**src/rtl/softmax_pkg.sv**
```systemverilog
// softmax_pkg: shared widths and constants for the exp pipeline
package softmax_pkg;
    localparam int Y_W              = 13;
    localparam int X_W              = 16;
    localparam int T_W              = 18;
    localparam int FRAC_SHIFT       = 6;
    localparam int W_SAT            = 8;
    localparam int LOG2E_Q4_DEFAULT = 23;
endpackage

```
**src/rtl/exp_pipe_stage.sv**
```systemverilog
// exp_pipe_stage: one valid/ready register slice; loads when empty or when downstream loads
module exp_pipe_stage #(
    parameter int W = 8
) (
    input  logic         clk,
    input  logic         rst,
    input  logic         in_valid,
    input  logic [W-1:0] in_data,
    input  logic         down_load,
    output logic         load,
    output logic         out_valid,
    output logic [W-1:0] out_data
);
    logic         valid_d, valid_q;
    logic [W-1:0] data_d, data_q;

    assign load      = !valid_q || down_load;
    assign out_valid = valid_q;
    assign out_data  = data_q;

    // Take the upstream sample when the slot frees up; data holds while stalled or on bubbles
    always_comb begin
        valid_d = load ? in_valid : valid_q;
        data_d  = (load && in_valid) ? in_data : data_q;
    end

    // State registers with synchronous reset
    always_ff @(posedge clk) begin
        if (rst) begin
            valid_q <= 1'b0;
            data_q  <= '0;
        end else begin
            valid_q <= valid_d;
            data_q  <= data_d;
        end
    end
endmodule

```
**src/rtl/exp_module.sv**
```systemverilog
// exp_module: 3-stage e^y approximation (U3Q10 -> U8Q8) via 2^(y*log2e); EXP_ROUND_EN rounds the mantissa
module exp_module
    import softmax_pkg::*;
#(
    parameter int LOG2E_Q4 = LOG2E_Q4_DEFAULT
) (
    input  logic           clk,
    input  logic           rst,
    input  logic           in_valid,
    output logic           in_ready,
    input  logic [Y_W-1:0] in_y_U3Q10,
    output logic           out_valid,
    input  logic           out_ready,
    output logic [X_W-1:0] out_x_U8Q8,
    output logic           out_sat
);
    localparam int H_W = T_W - FRAC_SHIFT;
`ifdef EXP_ROUND_EN
    localparam logic [T_W-1:0] RND = T_W'(1 << (FRAC_SHIFT - 1));
`else
    localparam logic [T_W-1:0] RND = '0;
`endif

    logic           s1_load, s2_load, s3_load;
    logic           s1_v, s2_v;
    logic [Y_W-1:0] s1_y;
    logic [H_W-1:0] t_hi, s2_t;
    logic [3:0]     w;
    logic [8:0]     m;
    logic [X_W:0]   r, s3_r;

    assign in_ready   = s1_load;
    assign out_x_U8Q8 = s3_r[X_W-1:0];
    assign out_sat    = s3_r[X_W];

    // Product in U4Q14 (optionally rounded), keeping only the exponent and mantissa bits
    always_comb begin
        t_hi = H_W'((T_W'(s1_y) * T_W'(LOG2E_Q4) + RND) >> FRAC_SHIFT);
    end

    // Split into integer exponent and linear mantissa, then shift or saturate
    always_comb begin
        w = s2_t[H_W-1 -: 4];
        m = {1'b1, s2_t[7:0]};
        r = (w >= 4'(W_SAT)) ? {1'b1, {X_W{1'b1}}} : {1'b0, X_W'(m) << w};
    end

    exp_pipe_stage #(.W(Y_W)) u_s1 (
        .clk(clk), .rst(rst), .in_valid(in_valid), .in_data(in_y_U3Q10),
        .down_load(s2_load), .load(s1_load), .out_valid(s1_v), .out_data(s1_y)
    );

    exp_pipe_stage #(.W(H_W)) u_s2 (
        .clk(clk), .rst(rst), .in_valid(s1_v), .in_data(t_hi),
        .down_load(s3_load), .load(s2_load), .out_valid(s2_v), .out_data(s2_t)
    );

    exp_pipe_stage #(.W(X_W + 1)) u_s3 (
        .clk(clk), .rst(rst), .in_valid(s2_v), .in_data(r),
        .down_load(out_ready), .load(s3_load), .out_valid(out_valid), .out_data(s3_r)
    );
endmodule
```
**config.mk**
```make
export PLATFORM = sky130hd
export DESIGN_NAME = exp_module
export DESIGN_NICKNAME = d
export VERILOG_FILES = /design/src/rtl/softmax_pkg.sv /design/src/rtl/exp_pipe_stage.sv /design/src/rtl/exp_module.sv
export SDC_FILE = /design/constraint.sdc
export NUM_CORES = 1
export LEC_CHECK = 0
export BUFFER_PORTS_ARGS = -buffer_cell sky130_fd_sc_hd__buf_4
export CORE_ASPECT_RATIO = 1.25
export CORE_MARGIN = 2
export CORE_UTILIZATION = 35
export CTS_CLUSTER_SIZE = 25
export DETAILED_ROUTE_END_ITERATION = 10
export PLACE_DENSITY = 0.54
export SLEW_MARGIN = 30
export SYNTH_ARGS = -nofsm -noshare
export SYNTH_HDL_FRONTEND = slang
export SYNTH_SLANG_ARGS = --single-unit
```
**constraint.sdc**
```tcl
create_clock -name clk -period 3.69 [get_ports clk]
set_clock_uncertainty 0.15 [all_clocks]
set_input_delay 0.369 -clock clk [delete_from_list [all_inputs] [get_ports clk]]
set_output_delay 0.369 -clock clk [all_outputs]
set_load 0.1 [all_outputs]
```
==> summary.md <==
| Metric | Value |
|---|---|
| Rows | 39 |
| Post-synth EDFFs | 0 |
| Via count | approximately 2,600 |
| Post-CTS sizing | 0 |
| CP max stage delay | 520 ps |
| Hold path depth | 3 |
| Critical Path Start | u_s1.out_data[4] |
| Setup TNS | 0 ps |
| Global route total overflow | 0 |
| Mapped Avg Cell Area | between 8 and 9 sq um |
| Post-Synthesis Cells | 372 |
| Layout Nets | about 480 |
| Setup CP Type | reg2reg |
| Die area | 9953 sq um |
| Die Y | roughly 110 microns |
| Leakage | 0.001874 uW |
| CTS tree | done |
| Total wire length | between 6000 and 7000 microns |
| Worst hold path type | in2reg |
| Clk buf depth | 2 |
| Critical path cell sequence | ha_4 -> fa_1 -> inv_2 -> fa_1 -> inv_2 -> ha_4 -> a21o_4 -> a2111oi_4 -> nor3b_2 -> or2_4 -> a21o_1 -> a221o_1 |
| Pre-antenna DRT Iters | 4 |
| Max-Cap Viols | 0 |
| PortBufs | 35 |
| Fin. Hold Viols | 0 |
| CTS Buf Count | 5 |
| Wire per inst | between 10 and 15 microns |
| Fraction of registers with async set/reset | 0% |
| Largest net degree at the start of global routing | 52 |
| Gr usage total | 15.43% |
| Fill cells | between 900 and 1,000 |
| CP endpoint kind | register |
| Final setup violation count | 0 |
| Num Clock Sinks | 45 |
| Core Box Area | 9027 sq um |
| Yosys synthesis warning count | 0 |
| Sequential area share after synthesis | around 28% |
| Power Dens Cells | between 400 and 500 nW/um^2 |
| Maximum VDD drop | 0.0002011 V |
| Transition time of the tightest slew-check pin | a little under 700 ps |
| Final GP Congestion | 0.8517 |
| Final core occ | 43.95% |
| Synthesized netlist net count | about 440 |
| Unique masters post-synth | 40 |
| Vias per cell | just under 5 |
| Worst Path Max Fanout | 3 |
| Arrival @ worst endpoint | 3660 ps |
| Status | complete, no violations |
| RSZ-0062 raised after global routing | yes |
| Reg-to-reg slack, setup | about 62 ps |
| Reg2Reg Depth | 12 |
| Post-CTS Hold Buffers | 0 |
| Clk pin slew, worst setup/hold paths | around 70 ps |
| DRC Markers | 0 |
| Register area | about 910 sq um |
| Reg2reg start | u_s1.out_data[4] |
| DRT antenna net count | 0 |
| H-tree Lvls | 2 |
| Chip width | ~90 microns |
| WHS | 191.3 ps |
| Number of global-route vias before repair | 2,666 |
| Fin. max-slew vios | 0 |
| Share of layout cells above drive strength 1 | roughly 21% |
| Crit share post-route | a little over nine tenths |
| Layout area overhead | 23.67% |
| Initial antenna violation count | 0 |
| Global-route wire length before repair | 12,330 microns |
| Startpoint types | register |
| Clk Latency, worst-skew pair | 290 ps |
| Violation count after the first detailed-route iteration | around 110 |
| Flops & latches, synth | 45 |
| Initial Util | between 30% and 40% |
| Cell Area, Synth | approximately 3200 sq um |
| Io pins | 36 |
| Max Clk Rate | between 200 and 300 MHz |
| CP Capture Point | u_s2.out_data[8] |
| FF-to-FF End | u_s2.out_data[8] |
| Slew margin rel. | 53.85% |
| Top FF cell, synth | dfxtp_1 |
| Diode count | 0 |
| Multi-input logic area | about 2200 sq um |
| Post-CTS Setup Bufs | 0 |
| Root buffer cell | clkbuf_16 |
| Worst path slowest cell | fa_1 |
| Crit path required time | about 3700 ps |
| Detailed placement HPWL | 5339 microns |
| Clock period minus worst slack | approximately 3600 ps |
## worst min-delay path by stage
stage                       from  slack (ps)           endpoint
2_1_floorplan   u_s2.out_data[2]         300   u_s2.out_data[2]
3_3_place_gp   u_s3.out_data[14]         330  u_s3.out_data[14]
3_5_place_dp   u_s3.out_data[14]         330  u_s3.out_data[14]
4_1_cts            in_y_U3Q10[4]         180   u_s1.out_data[4]
5_1_grt            in_y_U3Q10[9]         210   u_s1.out_data[9]
6_report           in_y_U3Q10[7]         190   u_s1.out_data[7]
## worst max-delay path, delay by kind of cell (launching register included)
family          cells  cell delay [ps]
buf+inv             2               90
compound gates      4             1050
fa+ha+maj           4             1510
simple gates        2              350
flops               1              370
## cell families after synthesis
| logic type | after synthesis | share of synthesized area [%] |
|---|---|---|
| AND/OR/NAND/NOR | 118 | 16.85 |
| XOR/XNOR | 9 | 2.457 |
| buffers and inverters | 57 | 6.669 |
| multiplexers | 12 | 4.641 |
| flip-flops | 45 | 28.08 |
| adder cells (fa/ha/maj) | 54 | 25.51 |
| AO/OA/AOI/OAI | 77 | 15.80 |
## layout by cell type (no fill, tap or decap), types with 2 or more instances in the layout
| cell | instances |
|---|---|
| nor3_1 | 7 |
| fa_1 | 19 |
| xnor2_1 | 6 |
| and3_1 | 3 |
| mux4_2 | 2 |
| nand2_1 | 37 |
| buf_4 | 50 |
| inv_2 | 2 |
| mux2_2 | 3 |
| dfxtp_2 | 5 |
| nand3b_1 | 3 |
| a22o_1 | 2 |
| a211oi_1 | 3 |
| nand2b_1 | 2 |
| a31oi_1 | 4 |
| nor2_1 | 37 |
| a221o_1 | 3 |
| a21o_1 | 8 |
| dfxtp_1 | 39 |
| nand3_1 | 17 |
| xor2_1 | 3 |
| ha_1 | 30 |
| a221oi_2 | 2 |
| ha_4 | 5 |
| bufinv_16 | 2 |
| nor3b_1 | 2 |
| or4_1 | 2 |
| nand4b_1 | 2 |
| o31ai_1 | 2 |
| inv_1 | 36 |
| o21ai_0 | 3 |
| a21oi_1 | 33 |
| mux2i_1 | 7 |
| o22ai_1 | 11 |
| clkbuf_16 | 5 |
| nor2b_1 | 2 |
## synthesized netlist by cell type (3+ instances only)
library cell / instances / area [sq um]
xor2_1: 3 / 26.28
nor3b_1: 3 / 22.52
and3_1: 3 / 18.77
xnor2_1: 6 / 52.55
nor2_1: 37 / 138.9
a21oi_1: 34 / 170.2
inv_1: 38 / 142.6
clkbuf_1: 15 / 56.30
dfxtp_1: 45 / 900.9
a21o_1: 9 / 67.56
fa_1: 19 / 380.4
nand3b_1: 3 / 22.52
o21ai_0: 3 / 15.01
nand2_1: 37 / 138.9
nor3_1: 7 / 35.03
o22ai_1: 11 / 68.82
nand3_1: 17 / 85.08
mux2_2: 3 / 33.78
a31oi_1: 4 / 25.02
a221o_1: 3 / 30.03
mux2i_1: 7 / 70.07
buf_1: 4 / 15.01
ha_1: 35 / 437.9
a211oi_1: 3 / 22.52
## registers in the layout, indices dropped and copies added, names as in the netlist
name / count
u_s1.out_valid: 1
u_s1.out_data: 13
u_s2.out_data: 12
u_s2.out_valid: 1
u_s3.out_valid: 1
u_s3.out_data: 17
## area by class of cell
type	instances	share of cell area, %
Clock buffer	5	3.154
Multi-Input combinational cell	270	55.22
Inverter	38	3.595
Clock inverter	3	1.734
Timing Repair Buffer	50	9.461
Tap cell	123	3.879
Sequential cell	45	22.96
## layer usage
metal  GRT usage, %  wire length [microns]  part of all wire (%)  up-vias
met4          5.572                    133                   2.0        0
met1          18.73                   2932                    43     1206
met5              0                      0                     0        -
li1               -                      -                     -     1361
met3          2.904                    195                   2.9       12
met2          26.42                   3557                    52       38
## per-stage QoR
step / std cells / setup slack [ps] / area (sq um) / power, uW
after floorplan: 372 / 17.19 / 3214 / 896.8
after global placement: 526 / 39.77 / 3672 / 1011
after detailed placement: 526 / 15.28 / 3672 / 1016
after CTS: 534 / 0.6413 / 3866 / 1619
after global routing: 534 / -51.64 / 3968 / 1739
final: 534 / 62.01 / 3968 / 1629
## power breakdown
| part | internal [uW] | switching, uW | leakage [uW] |
|---|---|---|---|
| combinational | 209 | 282 | 0.00141 |
| clock | 391 | 197 | 0.0000944 |
| sequential | 515 | 33.8 | 0.000371 |
| total | 1120 | 514 | 0.00187 |
Power figures use the tool's default switching activity.
